### src/rtl/hazard_pkg.sv
// Shared definitions for the hazard controller: FSM state encoding,
// register file geometry and the default flush length.
package hazard_pkg;

  localparam int NREGS         = 32;
  localparam int REG_AW        = 5;
  localparam int FLUSH_LEN_DEF = 2;
  localparam int CNT_W         = 3;

  typedef enum logic {
    RUN   = 1'b0,
    FLUSH = 1'b1
  } state_t;

endpackage

### src/rtl/hazard_scoreboard.sv
// Pending-writer bitmap: one bit per architectural register, set when a
// writer issues and cleared when that register retires. Register x0 never
// has a pending writer.
module hazard_scoreboard
  import hazard_pkg::*;
(
  input  logic              clk,
  input  logic              rst,
  input  logic              set_en,
  input  logic [REG_AW-1:0] set_addr,
  input  logic              clr_en,
  input  logic [REG_AW-1:0] clr_addr,
  output logic [NREGS-1:0]  pending
);

  localparam logic [NREGS-1:0] X0_MASK = {{(NREGS-1){1'b1}}, 1'b0};

  logic [NREGS-1:0] set_mask;
  logic [NREGS-1:0] clr_mask;

  // Decode issue and retire addresses into one-hot masks
  always_comb begin
    set_mask = '0;
    clr_mask = '0;
    if (set_en && (set_addr != '0)) set_mask[set_addr] = 1'b1;
    if (clr_en) clr_mask[clr_addr] = 1'b1;
  end

  // Clear first then set, so a same-cycle retire and re-issue leaves the bit set
  always_ff @(posedge clk or posedge rst) begin
    if (rst) pending <= '0;
    else     pending <= ((pending & ~clr_mask) | set_mask) & X0_MASK;
  end

endmodule

### src/rtl/hazard_ctrl.sv
// Pipeline hazard controller: scoreboard-based RAW/WAW interlock plus a
// flush FSM that squashes fetch/decode for FLUSH_LEN cycles after a taken jump.
// Optional feature macro HAZ_WB_BYPASS_EN: a source register being written
// back in the same cycle is treated as available (register file write-through).
module hazard_ctrl
  import hazard_pkg::*;
#(
  parameter int FLUSH_LEN = FLUSH_LEN_DEF
) (
  input  logic              clk,
  input  logic              rst,
  input  logic              id_valid,
  input  logic [REG_AW-1:0] id_rs1_addr,
  input  logic [REG_AW-1:0] id_rs2_addr,
  input  logic [REG_AW-1:0] id_rd_addr,
  input  logic              id_rd_wen,
  input  logic [REG_AW-1:0] wb_rd_addr,
  input  logic              wb_wen,
  input  logic              jump_en,
  output logic              issue,
  output logic              hold_pc,
  output logic              hold_if_id,
  output logic              bubble_id_ex,
  output logic              flush_if_id,
  output logic [NREGS-1:0]  pending,
  output logic [15:0]       stall_cnt
);

  localparam logic [CNT_W-1:0] CNT_LOAD = CNT_W'(FLUSH_LEN - 1);

  state_t           state, state_next;
  logic [CNT_W-1:0] cnt, cnt_next;
  logic             rs1_busy, rs2_busy, rd_busy, hazard;
  logic             stall_inc;

  hazard_scoreboard u_scoreboard (
    .clk      (clk),
    .rst      (rst),
    .set_en   (issue && id_rd_wen),
    .set_addr (id_rd_addr),
    .clr_en   (wb_wen),
    .clr_addr (wb_rd_addr),
    .pending  (pending)
  );

  // Hazard detection against the registered scoreboard; WAW on rd is never bypassed
  always_comb begin
    rs1_busy = (id_rs1_addr != '0) && pending[id_rs1_addr];
    rs2_busy = (id_rs2_addr != '0) && pending[id_rs2_addr];
    rd_busy  = id_rd_wen && (id_rd_addr != '0) && pending[id_rd_addr];
`ifdef HAZ_WB_BYPASS_EN
    if (wb_wen && (wb_rd_addr == id_rs1_addr)) rs1_busy = 1'b0;
    if (wb_wen && (wb_rd_addr == id_rs2_addr)) rs2_busy = 1'b0;
`else
    // Without write-through a retiring source still stalls until the bit clears
`endif
    hazard = id_valid && (rs1_busy || rs2_busy || rd_busy);
  end

  // FSM state and flush counter register
  always_ff @(posedge clk or posedge rst) begin
    if (rst) begin
      state <= RUN;
      cnt   <= '0;
    end else begin
      state <= state_next;
      cnt   <= cnt_next;
    end
  end

  // Next-state: a jump in either state (re)loads the flush counter
  always_comb begin
    state_next = state;
    cnt_next   = cnt;
    if (jump_en) begin
      state_next = FLUSH;
      cnt_next   = CNT_LOAD;
    end else if (state == FLUSH) begin
      if (cnt == '0) state_next = RUN;
      else           cnt_next   = cnt - 1'b1;
    end
  end

  // Output decode: reset forces idle outputs, jump/flush beats hazard
  always_comb begin
    issue        = 1'b0;
    hold_pc      = 1'b0;
    hold_if_id   = 1'b0;
    bubble_id_ex = 1'b0;
    flush_if_id  = 1'b0;
    stall_inc    = 1'b0;
    if (!rst) begin
      if (jump_en || (state == FLUSH)) begin
        flush_if_id  = 1'b1;
        bubble_id_ex = 1'b1;
      end else if (hazard) begin
        hold_pc      = 1'b1;
        hold_if_id   = 1'b1;
        bubble_id_ex = 1'b1;
        stall_inc    = 1'b1;
      end else begin
        issue = id_valid;
      end
    end
  end

  // Saturating count of hazard-stall cycles
  always_ff @(posedge clk or posedge rst) begin
    if (rst)                                     stall_cnt <= '0;
    else if (stall_inc && (stall_cnt != 16'hFFFF)) stall_cnt <= stall_cnt + 16'd1;
  end

endmodule

### config.mk
export PLATFORM = sky130hd
export DESIGN_NAME = hazard_ctrl
export DESIGN_NICKNAME = d
export VERILOG_FILES = /design/src/rtl/hazard_pkg.sv /design/src/rtl/hazard_scoreboard.sv /design/src/rtl/hazard_ctrl.sv
export SDC_FILE = /design/constraint.sdc
export NUM_CORES = 1
export LEC_CHECK = 0
export BUFFER_PORTS_ARGS = -buffer_cell sky130_fd_sc_hd__buf_2
export CORE_UTILIZATION = 50
export DETAILED_ROUTE_END_ITERATION = 6
export GPL_ROUTABILITY_DRIVEN = 0
export PLACE_DENSITY = 0.78
export REMOVE_ABC_BUFFERS = 1
export SLEW_MARGIN = 20
export SYNTH_ARGS = -nofsm -noshare
export SYNTH_HDL_FRONTEND = slang
export SYNTH_SLANG_ARGS = --single-unit
### constraint.sdc
create_clock -name clk -period 4.3 [get_ports clk]
set_input_delay 0.215 -clock clk [delete_from_list [all_inputs] [get_ports clk]]
set_output_delay 0.215 -clock clk [all_outputs]
set_load 0.05 [all_outputs]
==> flow_summary.json <==
{
  "finalInstanceArea_sq_mm": 0.003691,
  "ir_drop_uv": 257.7,
  "grt_pass1_wl_um": 13510,
  "place_area_sq_mm": 0.003591,
  "synthToLayoutAreaGrowth_pct": 16.00,
  "setup_violations": 0,
  "grt_pass1_vias": 2694,
  "nets": 422,
  "crit_path_end_kind": "output pin",
  "ys.flop_type": "dfrtp_1",
  "clockPowerShare_pct": 26.7,
  "synth_top_family_by_area": "simple AND/OR/NAND/NOR gates",
  "synth_compound_area_share_pct": 15.57,
  "worstMarginPinSlew_ns": 0.6559,
  "met2_usage_pct": 45.21,
  "worst-path-buf-inv": 2,
  "finalHoldViolCount": 0,
  "crit_required_ns": 4.09,
  "min_period_ns": 2.875,
  "synthMuxAreaShare_pct": 16.56,
  "synth_top_area_share_pct": 40.11,
  "relSlewSlack_pct": 56.28,
  "critPathMaxStageDelay_ns": 0.50,
  "p_switching_mw": 0.3644,
  "critical_path.slowest_cell": "mux4_2",
  "grt.overflow.total": 0,
  "critPathTopFamily": "compound AO/OA/AOI/OAI gates",
  "min_path_type": "in2async",
  "antenna-diode-count": 0,
  "num_vias": 3001,
  "startpoint_type": "register",
  "period_share_pct": 66.87,
  "synth-simple-area-share_pct": 18.72,
  "syn_inst": 325,
  "synth_xor_area_share_pct": 4.129,
  "h-tree-depth": 2,
  "synth_seq_cells": 51,
  "initial_utilization_pct": 52.80,
  "yosysTopAreaCell": "dfrtp_1",
  "place_ws_ns": 1.418,
  "cp_max_fo": 22,
  "syn_area_sq_mm": 0.003182,
  "drt_wl_total_um": 8840,
  "die_w_um": 81.77,
  "ios": 79,
  "drv_slew": 0,
  "comb_power_share_pct": 24.3,
  "portBuffers": 77,
  "yosys.area_share.adder_pct": 1.180,
  "drcViolationCount": 0,
  "utilization_pct": 61.25,
  "fin_tns_setup_ns": 0,
  "post_cts_buffers": 0,
  "p_seq_share_pct": 49.0,
  "leakage_nw": 1.684,
  "clock-sinks": 51,
  "crit_arrival_ns": 2.66,
  "die_y_um": 81.77,
  "use_met3_pct": 3.778,
  "antenna_found_initial": 0,
  "synth_area_leaders": "dfrtp_1 (40%), mux4_2 (12%), o21ai_0 (5.7%)",
  "wl_per_cell_um": 18.85,
  "clkTransAtPathRegs_ns": 0.09,
  "insertion_delay_ns": 0.30,
  "drt_iter0_markers": 340,
  "yosysSeqAreaShare_pct": 40.11,
  "whs_ns": 0.1090,
  "ys_warn_count": 0,
  "drtPass1Iterations": 6,
  "dieArea_sq_mm": 0.006686,
  "ant_nets": 0,
  "syn_area_per_cell_sq_um": 9.790,
  "grt-busiest-layer": "met2",
  "cts_buffers": 5,
  "p_int_mw": 0.7464,
  "yosys.cell_types.count": 44,
  "ctsHoldBuffers": 0,
  "rsz0062_at_grt": "false",
  "synthArstFlopShare_pct": 100.0,
  "max_freq_mhz": 347.8,
  "synth-edff-count": 0,
  "finClkSkew_ns": 0.002171,
  "grt_util_met1_pct": 36.84,
  "viasPerCell": 6.399,
  "cp_cell_sequence": "mux4_2, nand3_1, nand4_1, a2111oi_2, o211ai_1, buf_4, a31o_2, buf_2",
  "core-area_sq_mm": 0.006026,
  "hpwlAfterDp_um": 6451,
  "grt_usage_pct": 27.54,
  "setup_ws_ns": 1.425,
  "drive_above_1_share_pct": 29.19,
  "status": "completed",
  "cellPowerDensity_mw_per_mm2": 300.9,
  "grt_max_degree": 54,
  "root_buffer": "clkbuf_8",
  "rows": 28,
  "post_cts_resized": 0,
  "cts_tree": "yes",
  "clock_path_buffers": 2,
  "switching_share_pct": 32.80,
  "critPathKind": "reg2out",
  "cap_viol_max_count": 0
}
-- Yosys cell counts (3+ instances only) --
library cell,instances
nand2_1,16
mux2_2,3
buf_4,3
nand3_1,27
inv_1,8
a21oi_1,5
ha_1,3
nand3b_1,10
mux4_2,17
nand2b_1,3
clkbuf_1,10
xnor2_1,14
or3b_2,4
nor2_1,20
or4_1,3
and3_1,9
o21ai_1,31
o21ai_0,36
dfrtp_1,51
nor2b_1,3
buf_2,5
mux2i_1,11
nand4_1,5
-- metrics by stage --
step	total power [mW]	std cells
after global routing	1.163	469
after detailed placement	0.8224	461
after global placement	0.8136	461
final	1.111	469
after floorplan	0.7315	307
after CTS	1.118	469
-- power groups by stage --
stage	Combinational [mW]	Sequential, mW	Clock (mW)
after floorplan	0.134	0.598	0
after global placement	0.262	0.552	0
after detailed placement	0.270	0.553	0
after CTS	0.270	0.544	0.304
after global routing	0.295	0.549	0.319
final	0.270	0.544	0.297
-- worst min-delay path: stages --
cell,delay [ns]
buf_2,0.11
inv_2,0.05
buf_4,0.52
-- per-layer routing --
layer / part of all wire [%] / vias up
li1: - / 1344
met1: 42 / 1469
met2: 48 / 168
met3: 8.2 / 20
met4: 2.3 / 0
met5: 0 / -
-- area by class of cell --
class | instances | area [sq um]
clock buffer | 8 | 100.1
multi-input combinational | 248 | 1790
inverter | 8 | 30.03
sequential | 51 | 1276
timing repair buffer | 79 | 400.4
tap | 75 | 93.84
fill | 533 | 2335
-- placed cells by master (no fill, tap or decap), types with 7 or more instances in the layout --
master    synthesis  routed
and3_1            9       9
buf_2             5      77
clkbuf_8          0       7
dfrtp_1          51      51
inv_1             8       7
mux2i_1          11      11
mux4_2           17      17
nand2_1          16      16
nand3_1          27      27
nand3b_1         10      10
nor2_1           20      20
o21ai_0          36      36
o21ai_1          31      31
xnor2_1          14      14
-- logic make-up (layout without fill, tap and decap cells) --
kind of cell | count (synthesis) | after routing
AOI/OAI and AO/OA | 88 | 88
xor gates and xnor gates | 15 | 15
adders and majority gates | 3 | 3
buffers and inverters | 26 | 95
DFF | 51 | 51
muxes | 31 | 31
other | 1 | 1
and+or+nand+nor | 110 | 110
-- state kept, by name (all words and copies together) (netlist names) --
signal and count:
cnt 3, stall_cnt 16, state 1, u_scoreboard.pending 31
-- final timing paths --
kind / end / slack (ns) / from / depth (start not counted)
setup / recovery: bubble_id_ex / 1.42 / u_scoreboard.pending[7]$_DFF_PP0_ / 8
hold / removal: stall_cnt[13]$_DFFE_PP0P_ / 0.11 / rst / 3
setup reg to reg: u_scoreboard.pending[27]$_DFF_PP0_ / 1.51 / u_scoreboard.pending[7]$_DFF_PP0_ / 8
hold reg to reg: stall_cnt[10]$_DFFE_PP0P_ / 0.49 / stall_cnt[10]$_DFFE_PP0P_ / 1
max in group asynchronous: u_scoreboard.pending[1]$_DFF_PP0_ / 3.76 / rst / 3
min in group clk: cnt[2]$_DFFE_PP0P_ / 0.12 / jump_en / 2
Power figures use the tool's default switching activity.
